--- config.mk ---
export PLATFORM = sky130hd
export DESIGN_NAME = fetch_unit
export DESIGN_NICKNAME = d
export VERILOG_FILES = /design/src/rtl/fetch_unit_pkg.sv /design/src/rtl/fetch_unit_sat_counter.sv /design/src/rtl/fetch_unit.sv
export SDC_FILE = /design/constraint.sdc
export NUM_CORES = 1
export LEC_CHECK = 0
export BUFFER_PORTS_ARGS = -buffer_cell sky130_fd_sc_hd__buf_4
export CORE_UTILIZATION = 54
export DETAILED_ROUTE_END_ITERATION = 8
export PLACE_DENSITY = 0.87
export SETUP_SLACK_MARGIN = 0.15
export SLEW_MARGIN = 30
export SYNTH_ARGS = -nofsm -noshare
export SYNTH_HDL_FRONTEND = slang
export SYNTH_HIERARCHICAL = 1
export SYNTH_SLANG_ARGS = --single-unit
--- constraint.sdc ---
create_clock -name clk -period 8.2 [get_ports clk]
set_input_delay 0.41 -clock clk [delete_from_list [all_inputs] [get_ports clk]]
set_output_delay 0.41 -clock clk [all_outputs]
set_load 0.005 [all_outputs]
--- src/rtl/fetch_unit_pkg.sv ---
// Shared types and constants for the instruction fetch stage.
package fetch_unit_pkg;

  typedef enum logic [1:0] {
    FETCH_S  = 2'd0,
    HOLD_S   = 2'd1,
    DRAIN_S  = 2'd2,
    HALTED_S = 2'd3
  } fetch_state_e;

  localparam int INSTR_BYTES = 4;

endpackage

--- src/rtl/fetch_unit_sat_counter.sv ---
// Width-parameterised saturating event counter, used only for the fetch
// statistics outputs (present when FETCH_STATS_EN is defined).
`ifdef FETCH_STATS_EN
module fetch_unit_sat_counter #(
  parameter int W = 32
) (
  input  logic         clk,
  input  logic         rst,
  input  logic         inc_i,
  output logic [W-1:0] count_o
);

  logic [W-1:0] cnt_q, cnt_d;

  always_comb begin
    cnt_d = cnt_q;
    if (inc_i && (cnt_q != '1)) begin
      cnt_d = cnt_q + W'(1);
    end
  end

  always_ff @(posedge clk or posedge rst) begin
    if (rst) begin
      cnt_q <= '0;
    end else begin
      cnt_q <= cnt_d;
    end
  end

  assign count_o = cnt_q;

endmodule
`endif

--- src/rtl/fetch_unit.sv ---
// Instruction fetch stage: owns the PC, reads imem over req/ack and hands
// instructions to the decoder over valid/ready. Optional macro FETCH_STATS_EN.
//
// state    | meaning
// FETCH_S  | issue and hold the memory request
// HOLD_S   | instruction held for the decoder
// DRAIN_S  | discard the response to a cancelled request
// HALTED_S | fetch stopped until reset
module fetch_unit
  import fetch_unit_pkg::*;
#(
  parameter int                ADDR_W   = 64,
  parameter logic [ADDR_W-1:0] RESET_PC = '0
) (
  input  logic              clk,
  input  logic              rst,
  output logic              imem_req,
  output logic [ADDR_W-1:0] imem_addr,
  input  logic              imem_ack,
  input  logic [31:0]       imem_rdata,
  output logic [31:0]       instr_out,
  output logic [ADDR_W-1:0] pc_out,
  output logic              instr_valid,
  input  logic              instr_ready,
  input  logic              redirect,
  input  logic [ADDR_W-1:0] redirect_pc,
  input  logic              halt_req,
  output logic              halted
`ifdef FETCH_STATS_EN
  ,
  output logic [31:0]       stat_fetched,
  output logic [31:0]       stat_flushed
`endif
);

  localparam logic [ADDR_W-1:0] PC_INC     = ADDR_W'(INSTR_BYTES);
  localparam logic [ADDR_W-1:0] ALIGN_MASK = ~ADDR_W'(INSTR_BYTES - 1);

  fetch_state_e      state_q, state_d;
  logic [ADDR_W-1:0] pc_q, pc_d;
  logic              req_q, req_d;
  logic [ADDR_W-1:0] addr_q, addr_d;
  logic [31:0]       instr_q, instr_d;
  logic [ADDR_W-1:0] pc_out_q, pc_out_d;
  logic              valid_q, valid_d;
  logic              halted_q, halted_d;
  logic              hpend_q, hpend_d;
  logic              fetch_evt;
  logic              flush_evt;
  logic [ADDR_W-1:0] rd_tgt;

  assign rd_tgt = redirect_pc & ALIGN_MASK;

  always_comb begin
    state_d   = state_q;
    pc_d      = pc_q;
    req_d     = req_q;
    addr_d    = addr_q;
    instr_d   = instr_q;
    pc_out_d  = pc_out_q;
    valid_d   = valid_q;
    halted_d  = halted_q;
    hpend_d   = hpend_q;
    fetch_evt = 1'b0;
    flush_evt = 1'b0;

    unique case (state_q)
      FETCH_S: begin
        if (halt_req) begin
          valid_d = 1'b0;
          if (req_q && !imem_ack) begin
            state_d = DRAIN_S;
            hpend_d = 1'b1;
          end else begin
            state_d   = HALTED_S;
            req_d     = 1'b0;
            halted_d  = 1'b1;
            flush_evt = req_q;
          end
        end else if (redirect) begin
          pc_d    = rd_tgt;
          valid_d = 1'b0;
          // An unacked request cannot be withdrawn, so its response is drained.
          if (req_q && !imem_ack) begin
            state_d = DRAIN_S;
          end else begin
            req_d     = 1'b0;
            flush_evt = req_q;
          end
        end else if (req_q) begin
          if (imem_ack) begin
            instr_d  = imem_rdata;
            pc_out_d = pc_q;
            valid_d  = 1'b1;
            pc_d     = pc_q + PC_INC;
            req_d    = 1'b0;
            state_d  = HOLD_S;
          end
        end else begin
          req_d  = 1'b1;
          addr_d = pc_q;
        end
      end

      HOLD_S: begin
        if (halt_req) begin
          state_d   = HALTED_S;
          valid_d   = 1'b0;
          halted_d  = 1'b1;
          flush_evt = 1'b1;
        end else if (redirect) begin
          pc_d      = rd_tgt;
          valid_d   = 1'b0;
          state_d   = FETCH_S;
          flush_evt = 1'b1;
        end else if (valid_q && instr_ready) begin
          valid_d   = 1'b0;
          state_d   = FETCH_S;
          fetch_evt = 1'b1;
        end
      end

      DRAIN_S: begin
        if (halt_req) begin
          hpend_d = 1'b1;
        end else if (redirect) begin
          pc_d = rd_tgt;
        end
        if (imem_ack) begin
          req_d     = 1'b0;
          flush_evt = 1'b1;
          if (halt_req || hpend_q) begin
            state_d  = HALTED_S;
            halted_d = 1'b1;
            hpend_d  = 1'b0;
          end else begin
            state_d = FETCH_S;
          end
        end
      end

      HALTED_S: begin
      end
    endcase
  end

  always_ff @(posedge clk or posedge rst) begin
    if (rst) begin
      state_q  <= FETCH_S;
      pc_q     <= RESET_PC;
      req_q    <= 1'b0;
      addr_q   <= RESET_PC;
      instr_q  <= '0;
      pc_out_q <= '0;
      valid_q  <= 1'b0;
      halted_q <= 1'b0;
      hpend_q  <= 1'b0;
    end else begin
      state_q  <= state_d;
      pc_q     <= pc_d;
      req_q    <= req_d;
      addr_q   <= addr_d;
      instr_q  <= instr_d;
      pc_out_q <= pc_out_d;
      valid_q  <= valid_d;
      halted_q <= halted_d;
      hpend_q  <= hpend_d;
    end
  end

  assign imem_req    = req_q;
  assign imem_addr   = addr_q;
  assign instr_out   = instr_q;
  assign pc_out      = pc_out_q;
  assign instr_valid = valid_q;
  assign halted      = halted_q;

`ifdef FETCH_STATS_EN
  fetch_unit_sat_counter #(.W(32)) u_stat_fetched (
    .clk     (clk),
    .rst     (rst),
    .inc_i   (fetch_evt),
    .count_o (stat_fetched)
  );

  fetch_unit_sat_counter #(.W(32)) u_stat_flushed (
    .clk     (clk),
    .rst     (rst),
    .inc_i   (flush_evt),
    .count_o (stat_flushed)
  );
`else
  logic unused_stat_evt;
  assign unused_stat_evt = fetch_evt ^ flush_evt;
`endif

endmodule
==> impl_metrics.py <==
metrics = {
    "synth": {
        "ys_seq_elements": 224,
        "synth.distinct_cells": 68,
        "synth_edf_count": 0,
        "synth.most_common_cell": "dfrtp_1",
        "synth.avg_cell_area_um2": 11.3,
        "synth_top_area_share_pct": 52.7,
        "synthTopCellsByCount": "dfrtp_1, mux2_2, nand2_1, nand3_1, nor2_1",
        "ys_async_sr_fraction_pct": 100,
        "yosysWarnings": 6,
        "ys_top_cells_by_area": "dfrtp_1, mux2_2, nand2_1, nand3_1, a21oi_1",
        "synth_area_um2": 10600,
        "synth_cells": 942,
        "yosys_most_used_dff": "dfrtp_1",
        "yosysSeqAreaShare_pct": 52.7,
        "synth.largest_area_cell": "dfrtp_1",
    },
    "run_status": {
        "violations": "negative hold slack",
        "status": "complete, but fails checks",
    },
    "die": {
        "die_w_um": 142,
        "core_um2": 19000,
        "initial_core_util_pct": 55.9,
        "rows": 50,
        "die_h_um": 142,
        "dieArea_um2": 20300,
        "ioPinCount": 265,
    },
    "layout": {
        "synthToLayoutAreaGrowth_pct": 26.3,
        "drive_above_1_share_pct": 40.3,
        "stdcell_count": 1432,
        "post-route-util_pct": 70.6,
        "fin_nets": 1264,
        "antenna_cells": 0,
        "design_area_um2": 13400,
    },
    "global_routing": {
        "first_global_vias": 8957,
        "antenna_found_initial": 0,
        "grt_max_degree": 154,
        "grt_pass1_wl_um": 47200,
        "grt_overflow": 0,
        "grt_usage_pct": 29.7,
    },
    "timing": {
        "min_period_ps": 3150,
        "finalSetupViolCount": 0,
        "tightest_slew_ps": 869,
        "setup_slack_ps": 5050,
        "fmax_mhz": 318,
        "period_share_pct": 38.4,
        "rsz0062_at_grt": "no",
        "slew_viol_final": 0,
        "hold_viol": 5,
        "clock_skew_ps": 16.6,
        "slew_headroom_pct": 41.8,
        "tns_ps": 0,
        "whs_ps": -11.6,
    },
    "setup_path": {
        "worstSetupStartpointType": "flip-flop",
        "reg2reg_slack_ps": 5050,
        "endpoint_kind": "flip-flop",
        "ff2ff_path_depth": 8,
        "crit_chain": "inv_1 -> ha_1 -> or2_1 -> buf_4 -> nor3_2 -> nand2_1 -> nor4_1 -> nor3_1",
        "regToRegStartpoint": "state_q[0]",
        "worstPathBufferInverterCount": 2,
        "crit_required_ps": 8590,
        "path_class": "flip-flop to flip-flop",
        "reg2reg_to": "pc_q[55]",
        "timing.critical_path.max_delay_family": "simple AND/OR/NAND/NOR gates",
        "slowest_stage": "nor3_2",
        "worst-path-stages": 8,
        "crit_arrival_ps": 3530,
        "crit_path_max_fanout": 31,
        "cpPeakStageDelay_ps": 740,
    },
    "clocking": {
        "clock_latency_ps": 510,
        "post_cts_buffers": 0,
        "cts_hold_buffers": 0,
        "cts_sinks": 224,
        "cts_resized": 0,
        "cts_tree": "built",
        "cts_max_path_buffers": 3,
        "h-tree-depth": 1,
        "cts.clk_slew.worst_paths_ps": 60,
        "numCtsBuffers": 24,
        "root_buffer": "clkbuf_16",
    },
    "pwr": {
        "powerDensity_nw_per_um2": 371,
        "power_leakage_nw": 6.10,
        "total_power_mw": 4.98,
        "ir_worst_vdd_mv": 0.238,
    },
    "detailed_routing": {
        "routed_wl_um": 30000,
        "ant_nets": 0,
        "drtIter0Drc": 842,
        "dr.pass1.iters": 7,
        "drc": 0,
        "vias": 8933,
        "vias_per_cell": 6.24,
        "wl_per_cell_um": 21.0,
    },
    "placed_design": {
        "port_buffers": 258,
        "place_hpwl_um": 20200,
        "gp_congestion": 0.892,
        "postPlaceCellArea_um2": 12600,
        "dp_worst_setup_slack_ps": 5180,
        "dp_cells": 1391,
    },
    "run": {
        "drv_cap": 0,
    },
    "worst_hold_path": {
        "min_path_type": "primary input to asynchronous set/reset pin",
    },
}
-- power by group --
part / leakage (nW) / switching (mW) / internal, mW
Combinational: 2.96 / 0.858 / 0.982
Sequential: 2.76 / 0.492 / 1.58
Clock: 0.382 / 0.431 / 0.639
Total: 6.10 / 1.78 / 3.20
-- flip-flops by register name, indices dropped and copies added, names as in the netlist --
name / cells
imem_addr: 62
pc_out: 62
pc_q: 62
instr_out: 32
state_q: 2
halted: 1
hpend_q: 1
imem_req: 1
instr_valid: 1
-- layer usage --
| metal | share of wire [%] | global-route usage [%] |
|---|---|---|
| met1 | 39 | 37.8 |
| met3 | 9.7 | 7.03 |
| met5 | 0 | 0 |
| met4 | 2.8 | 10.6 |
| met2 | 49 | 49.5 |
-- cells in the final DEF, fill, tap and decap left out, drive strengths merged, types with 4 or more instances in the layout --
| cell | n |
|---|---|
| or3 | 10 |
| a22oi | 4 |
| a21oi | 40 |
| nand4 | 32 |
| a2bb2oi | 7 |
| buf | 267 |
| a32oi | 15 |
| o21ai | 27 |
| dfrtp | 224 |
| nand2 | 63 |
| inv | 14 |
| mux2 | 152 |
| and2 | 7 |
| and3 | 10 |
| conb | 4 |
| ha | 5 |
| nor3 | 20 |
| o21a | 4 |
| o211ai | 7 |
| o311ai | 5 |
| a211oi | 7 |
| nand3 | 46 |
| clkbuf | 35 |
| o22a | 6 |
| nor4 | 13 |
| or4 | 4 |
| and4 | 17 |
| a31oi | 7 |
| nor2 | 42 |
| o22ai | 21 |
-- cell families after synthesis --
kind of cell / synth area share [%]
compound gates: 12.1
fa+ha+maj: 0.589
buf+inv: 4.07
flops: 52.7
mux: 16.4
other cells: 0.0353
simple gates: 14.1
-- worst register-to-register path, cell delays in order, from the launching register on --
cell,delay [ps]
dfrtp_1,390
inv_1,90
ha_1,410
or2_1,430
buf_4,330
nor3_2,750
nand2_1,220
nor4_1,320
nor3_1,90
-- how the worst max path moves through the flow --
| stage | startpoint | end | slack, ps |
|---|---|---|---|
| 3_5_place_dp | state_q[0] | pc_q[55] | 5180 |
| 5_1_grt | state_q[0] | pc_q[55] | 4860 |
| 3_3_place_gp | state_q[0] | pc_q[55] | 5260 |
| 4_1_cts | state_q[0] | pc_q[55] | 5160 |
| 2_1_floorplan | rst | halted | 1660 |
| 6_report | state_q[0] | pc_q[55] | 5050 |
-- final cells by class --
class	instances	area (µm²)
inverter	14	65.1
clock inverter	6	60.1
fill	1378	5590
sequential	224	5610
tap	260	325
multi-input combinational	626	4640
clock buffer	35	723
timing repair buffer	267	2010
Note: power is estimated with default switching activity, not from simulation.
